**config.mk**
```make
export PLATFORM = sky130hd
export DESIGN_NAME = dmem_arbiter
export DESIGN_NICKNAME = d
export VERILOG_FILES = /design/src/rtl/riscv_pkg.sv /design/src/rtl/dmem_arb_starve_ctr.sv /design/src/rtl/dmem_arbiter.sv
export SDC_FILE = /design/constraint.sdc
export NUM_CORES = 1
export LEC_CHECK = 0
export ABC_AREA = 1
export CAP_MARGIN = 20
export CORE_AREA = 2 2 116 118
export CTS_CLUSTER_DIAMETER = 30
export CTS_CLUSTER_SIZE = 16
export DETAILED_ROUTE_END_ITERATION = 16
export DIE_AREA = 0 0 118 120
export GPL_TIMING_DRIVEN = 1
export SLEW_MARGIN = 20
export SYNTH_ARGS = -nofsm -noshare
export SYNTH_HDL_FRONTEND = slang
export SYNTH_SLANG_ARGS = --single-unit
```
**constraint.sdc**
```tcl
create_clock -name clk -period 2 [get_ports clk]
set_input_delay 0.2 -clock clk [delete_from_list [all_inputs] [get_ports clk]]
set_output_delay 0.2 -clock clk [all_outputs]
set_load 0.005 [all_outputs]
```
**src/rtl/riscv_pkg.sv**
```systemverilog
// Shared core types and defaults.
// Holds the data-memory arbiter state type and starvation limit.
package riscv_pkg;

  typedef enum logic {
    ARB_IDLE,
    ARB_RESP
  } arb_state_t;

  localparam int ARB_STARVE_MAX_DEF = 8;

endpackage

```
**src/rtl/dmem_arb_starve_ctr.sv**
```systemverilog
// Saturating loader wait counter.
// hit is asserted once the count reaches MAX.
module dmem_arb_starve_ctr
  import riscv_pkg::*;
#(
  parameter int MAX = ARB_STARVE_MAX_DEF
) (
  input  logic clk,
  input  logic rst,
  input  logic inc,
  input  logic clr,
  output logic hit
);

  localparam int W = $clog2(MAX + 1);

  logic [W-1:0] cnt_q;

  assign hit = (cnt_q == W'(MAX));

  always_ff @(posedge clk or negedge rst) begin
    if (!rst) begin
      cnt_q <= '0;
    end else if (clr) begin
      cnt_q <= '0;
    end else if (inc && !hit) begin
      cnt_q <= cnt_q + W'(1);
    end
  end

endmodule

```
**src/rtl/dmem_arbiter.sv**
```systemverilog
// Data-memory arbiter: core MEM stage first, loader on idle or starved cycles.
// Optional stall/grant counters via DMEM_ARB_STATS_EN.
module dmem_arbiter
  import riscv_pkg::*;
#(
  parameter int XLEN       = 32,
  parameter int STARVE_MAX = ARB_STARVE_MAX_DEF
) (
  input  logic            clk,
  input  logic            rst,
  input  logic            core_valid,
  input  logic            core_we,
  input  logic            core_re,
  input  logic [XLEN-1:0] core_addr,
  input  logic [XLEN-1:0] core_wdata,
  output logic [XLEN-1:0] core_rdata,
  output logic            core_stall,
  input  logic            ldr_req,
  input  logic            ldr_we,
  input  logic [XLEN-1:0] ldr_addr,
  input  logic [XLEN-1:0] ldr_wdata,
  output logic            ldr_gnt,
  output logic            ldr_rvalid,
  output logic [XLEN-1:0] ldr_rdata,
  output logic            mem_we,
  output logic [XLEN-1:0] mem_addr,
  output logic [XLEN-1:0] mem_wd,
  input  logic [XLEN-1:0] mem_rd
`ifdef DMEM_ARB_STATS_EN
  ,
  output logic [31:0]     stat_stall_cnt,
  output logic [31:0]     stat_gnt_cnt
`endif
);

  arb_state_t state_q;
  arb_state_t state_d;
  logic       core_act;
  logic       starve_hit;

  assign core_act   = core_valid & (core_we | core_re);
  assign ldr_gnt    = ldr_req & (state_q == ARB_IDLE)
                    & (~core_act | starve_hit);
  assign core_stall = ldr_gnt & core_act;
  assign core_rdata = mem_rd;

  dmem_arb_starve_ctr #(
    .MAX (STARVE_MAX)
  ) u_starve (
    .clk (clk),
    .rst (rst),
    .inc (ldr_req & ~ldr_gnt),
    .clr (ldr_gnt | ~ldr_req),
    .hit (starve_hit)
  );

  always_comb begin
    state_d = state_q;
    unique case (state_q)
      ARB_IDLE: if (ldr_gnt) state_d = ARB_RESP;
      ARB_RESP: state_d = ARB_IDLE;
      default:  state_d = ARB_IDLE;
    endcase
  end

  always_ff @(posedge clk or negedge rst) begin
    if (!rst) state_q <= ARB_IDLE;
    else      state_q <= state_d;
  end

  // A stalled core store is masked so it only lands on its replay.
  always_comb begin
    mem_we   = core_we & core_valid & ~core_stall;
    mem_addr = core_addr;
    mem_wd   = core_wdata;
    if (ldr_gnt) begin
      mem_we   = ldr_we;
      mem_addr = ldr_addr & ~XLEN'(3);
      mem_wd   = ldr_wdata;
    end
  end

  always_ff @(posedge clk or negedge rst) begin
    if (!rst) begin
      ldr_rvalid <= 1'b0;
      ldr_rdata  <= '0;
    end else begin
      ldr_rvalid <= ldr_gnt & ~ldr_we;
      if (ldr_gnt && !ldr_we) ldr_rdata <= mem_rd;
    end
  end

`ifdef DMEM_ARB_STATS_EN
  always_ff @(posedge clk or negedge rst) begin
    if (!rst) begin
      stat_stall_cnt <= '0;
      stat_gnt_cnt   <= '0;
    end else begin
      if (core_stall) stat_stall_cnt <= stat_stall_cnt + 32'd1;
      if (ldr_gnt)    stat_gnt_cnt   <= stat_gnt_cnt + 32'd1;
    end
  end
`endif

endmodule

```
* After elaboration in Yosys (flattened, before gate mapping)
Index checks and enable logic that the tools add are counted.
** Operators by class
- Bitwise logic cells :: 17
- Reductions and logical operators :: 5
- Add/subtract/negate cells :: 1
- Multiplexer cells :: 7
- Eq/ne operators :: 1
** Operators with widths (number)
- two-way mux 32 bit :: 2
- bitwise AND 1 bit :: 8
- two-way mux 4 bit :: 2
- NOT 1 bit :: 6
- adder 4 x 1 -> 4 bit, second input constant :: 1
- == test 4 bit, second input constant :: 1
- OR 1 bit :: 3
- logical AND 1 bit :: 2
- logical NOT 1 bit :: 2
- two-way mux 1 bit :: 2
- case mux 1 bit (2 select lines) :: 1
- nonzero test 2 bit :: 1
** Storage, ports and cells
- Bits in registers :: 38
- Input bits :: 167
- Logic and storage cells :: 35

* Depth between registers and ports, before layout
- Depth after elaboration :: 10
- Gate-level depth with buffers :: 10
- Mapped depth without buffers :: 8

* Modules after synthesis
A second synthesis with hierarchy kept.
** Second synthesis, totals
- Cells, all modules :: 426
- Area, all modules :: 2723.9 um2
** By module, submodules not included
- dmem_arbiter :: times used 1, area each 2494.9 um2, seq. area each 850.8 um2, cells an instance 397
- dmem_arb_starve_ctr :: times used 1, area each 229.0 um2, seq. area each 100.1 um2, cells an instance 29

* Worst setup path after synthesis
No wires, ideal clock.
- Path kind :: reg2out
- Start :: register u_starve.cnt_q[0]
- End :: output mem_addr[10]
- Arrival time :: 1.364 ns
- Setup slack :: 0.436 ns
- Path buffers :: 2
- Required time :: 1.800 ns
- Stages on the path, launching flop included :: 10
- Cells stage by stage :: dfrtp_1 > inv_1 > ha_1 > nand3_2 > nand2_2 > nand2_2 > buf_4 > buf_4 > nand2_1 > nand2_1
** On the way
- Cells in the longest elaborated chain, start to end :: 4
** Ends and longest elaborated chain
- start, declared :: RTL line dmem_arb_starve_ctr.sv:17 : logic [W-1:0] cnt_q;
- start signal, assigned :: RTL line dmem_arb_starve_ctr.sv:27 : cnt_q <= cnt_q + W'(1);
- == test 4 bit :: RTL line dmem_arb_starve_ctr.sv:19 : assign hit = (cnt_q == W'(MAX));
- OR 1 bit :: RTL line dmem_arbiter.sv:43 : & (~core_act | starve_hit);
- bitwise AND 1 bit :: RTL line dmem_arbiter.sv:43
- two-way mux 32 bit :: RTL line dmem_arbiter.sv:76 : if (ldr_gnt) begin
- end, declared :: RTL line dmem_arbiter.sv:26 : output logic [XLEN-1:0] mem_addr,
No other way between the ends.

* Worst setup path after layout
- Start :: register u_starve.cnt_q[0]
- End :: output mem_wd[9]
** On the way
- Cells in the longest elaborated chain, start to end :: 4
** Ends and longest elaborated chain
- == test 4 bit :: RTL line dmem_arb_starve_ctr.sv:19
- OR 1 bit :: RTL line dmem_arbiter.sv:43
- bitwise AND 1 bit :: RTL line dmem_arbiter.sv:43
- two-way mux 32 bit :: RTL line dmem_arbiter.sv:76
- end, declared :: RTL line dmem_arbiter.sv:27 : output logic [XLEN-1:0] mem_wd,
No other way between the ends.

==> flow_metrics.env <==
export IMPL_ys_ff_latch=38
export IMPL_fin_util_pct=50.5
export IMPL_io_buffer_count=296
export IMPL_crit_buf_inv=6
export IMPL_ys_seq_area_share_pct=34.8
export IMPL_area_growth_syn_to_layout_pct=140
export IMPL_drc=0
export IMPL_die_area_sq_um=14200
export IMPL_cp_depth=12
export IMPL_rr_startpoint="u_starve.cnt_q[0]"
export IMPL_crit_chain="inv_2, ha_4, nand3_4, nand2_4, nand2_4, buf_12, buf_12, buf_12, buf_12, nand2_2, nand2_1, buf_2"
export IMPL_nNetsFinal=888
export IMPL_required_ps=1800
export IMPL_slowest_delay_ps=390
export IMPL_reg2regPathDepth=12
export IMPL_yosys_warnings=0
export IMPL_rsz0062_at_grt="yes"
export IMPL_yosys_top_cells_area="nand2_1 36%, dfrtp_1 35%, buf_4 11%"
export IMPL_worst_slew_pin_slew_ps=839
export IMPL_crit_path_start_kind="flip-flop"
export IMPL_first_iter_violations=144
export IMPL_power_density_nw_per_um2=566
export IMPL_drtAntennaViolNets=0
export IMPL_clk_insertion_delay_late_ps=270
export IMPL_timing_hold_ws_ps=24.7
export IMPL_min_path_type="in -> async"
export IMPL_drt_total_wl_um=13500
export IMPL_cp_top_family="buffers and inverters"
export IMPL_synth_area_leader_cell="nand2_1"
export IMPL_slew_viol_final=0
export IMPL_drive_gt1_share_pct=29.7
export IMPL_worst_path_max_delay_cell="dfrtp_1"
export IMPL_diodes=0
export IMPL_syn_area_sq_um=2740
export IMPL_synth_compound_area_share_pct=0.183
export IMPL_grt_pass1_wl_um=19500
export IMPL_cap_violations=0
export IMPL_fin_ws_ps=-118
export IMPL_finalNonFillerCells=896
export IMPL_syn_avg_cell_area_sq_um=6.47
export IMPL_holdBufCountCts=0
export IMPL_synth_top_family_by_area="simple AND/OR/NAND/NOR gates"
export IMPL_dp_hpwl_um=9570
export IMPL_grt_pass1_vias=3802
export IMPL_worstPathMaxFanout=8
export IMPL_path_class="reg -> out"
export IMPL_muxShareOfSynthArea_pct=0
export IMPL_drtPass1Iterations=4
export IMPL_numCtsBuffers=5
export IMPL_failed_checks="negative setup slack"
export IMPL_syn_instance_count=423
export IMPL_finalCritPeriodShare_pct=106
export IMPL_clkTransAtPathRegs_ps=60
export IMPL_place_inst=860
export IMPL_crit_arrival_ps=1920
export IMPL_cp_end_kind="output pin"
export IMPL_fin_crit_ps=2120
export IMPL_synth_cell_types=17
export IMPL_start_util_pct=21.1
export IMPL_fmax_ghz=0.472
export IMPL_clock_path_buffers=2
export IMPL_cts_tree="done"
export IMPL_postSynthNetCount=592
export IMPL_hold_viol_final=0
export IMPL_cts_sinks=38
export IMPL_path_common_cell="buf_12"
export IMPL_die_h_um=120
export IMPL_wire_per_inst_um=15.0
export IMPL_antenna_found_initial=0
export IMPL_vdd_drop_max_v=0.000271
export IMPL_die_w_um=118
export IMPL_clock_skew_ps=4.29
export IMPL_synth_fa_ha_area_share_pct=0.915
export IMPL_synth_xor_area_share_pct=0.640
export IMPL_place_congestion=0.904
export IMPL_grt_max_degree=39
export IMPL_clock_tree_root_cell="clkbuf_16"
export IMPL_setup_viol=30
export IMPL_synth_simple_area_share_pct=46.4
export IMPL_r2r_slack_ps=150
export IMPL_max_slew_margin_pct=44.1
export IMPL_leakage_nw=3.26
export IMPL_via_per_inst=4.22
export IMPL_row_count=42
export IMPL_htreeDepth=2
export IMPL_grt_overflow_total=0
export IMPL_pin_count=299
export IMPL_core_sq_um=13000
export IMPL_yosysTopAreaCellShare_pct=35.8
export IMPL_status="finished with violations"
export IMPL_r2r_end="ldr_rdata[6]"
export IMPL_vias=3784
export IMPL_track_usage_pct=17.3
[synthesized netlist by cell type]
master,count
nand3_1,4
nor2_1,7
nand3_2,2
nand2_1,261
buf_2,7
nor2_4,1
xor2_1,2
ha_1,2
o21ai_0,1
inv_1,11
inv_2,2
nand2_2,2
dfrtp_1,38
buf_4,39
buf_6,6
clkbuf_1,6
nand4_1,32
[state kept, by name (all words and copies together) (netlist names)]
register and cells:
state_q 1, ldr_rdata 32, u_starve.cnt_q 4, ldr_rvalid 1
[cells in the final DEF (no fill, tap or decap), drive strengths merged]
| cell type | instances |
|---|---|
| nand3 | 6 |
| bufbuf | 2 |
| clkbuf | 7 |
| clkdlybuf4s15 | 1 |
| o21ai | 1 |
| xor2 | 2 |
| dfrtp | 38 |
| inv | 13 |
| buf | 113 |
| clkinv | 1 |
| ha | 2 |
| nor2 | 8 |
| clkdlybuf4s50 | 229 |
| nand4 | 32 |
| nand2 | 263 |
| bufinv | 2 |
[per-stage QoR]
step / area, sq um / worst slack [ps] / TNS (ps) / total power [W]
6_report: 6550 / -118 / -2280 / 0.00371
5_1_grt: 6550 / -188 / -6940 / 0.00391
4_1_cts: 6310 / -124 / -3570 / 0.00368
3_5_place_dp: 5720 / -243 / -10550 / 0.00250
3_3_place_gp: 5720 / -248 / -11180 / 0.00249
2_1_floorplan: 2740 / 436 / 0 / 0.00146
[cell type report]
class | instances | area [sq um]
timing repair buffer | 347 | 3480
fill | 1260 | 6430
tap | 176 | 220
clock buffer | 5 | 125
inverter | 13 | 56.3
multi-input combinational | 314 | 1650
clock inverter | 3 | 68.8
sequential | 38 | 951
[power by group]
group          internal (W)  leakage [nW]  switching, W
Combinational       0.00105          2.69      0.000648
Clock              0.000716        0.0940      0.000306
Sequential         0.000915         0.480     0.0000748
[metal layers]
metal  track usage (%)  vias to the layer above  part of all wire (%)
met5                 0                        -                     0
li1                  -                     1881                     -
met3              3.56                       20                   6.7
met4              5.57                        0                   2.2
met1              18.8                     1716                    37
met2              33.4                      167                    54
[logic make-up after synthesis]
| kind of cell | Yosys count |
|---|---|
| simple gates | 309 |
| buf+inv | 71 |
| flops | 38 |
| xor+xnor | 2 |
| fa+ha+maj | 2 |
| compound gates | 1 |
[worst register-to-register path, cell delays in order (launching register included)]
cell,delay (ps)
dfrtp_1,390
inv_2,80
ha_4,150
nand3_4,80
nand2_4,80
buf_4,100
buf_4,120
buf_12,90
buf_4,210
nand3_2,110
buf_12,190
nand2_1,70
nand2_1,50
[worst max path at each step]
stage,start,to,slack (ps)
after floorplan,u_starve.cnt_q[0],mem_addr[10],440
after global placement,core_valid,mem_addr[19],-250
after detailed placement,core_valid,mem_addr[15],-240
after CTS,u_starve.cnt_q[1],mem_wd[9],-120
after global routing,u_starve.cnt_q[0],mem_wd[9],-190
final,u_starve.cnt_q[0],mem_wd[9],-120
[timing repair]
item / in CTS / in global routing
setup endpoints to repair: 67 / 66
pin swaps: 16 / 22
buffers inserted: 15 / 4
resized for setup: 320 / 88
cloned: 11 / 1
Power figures use the tool's default switching activity.
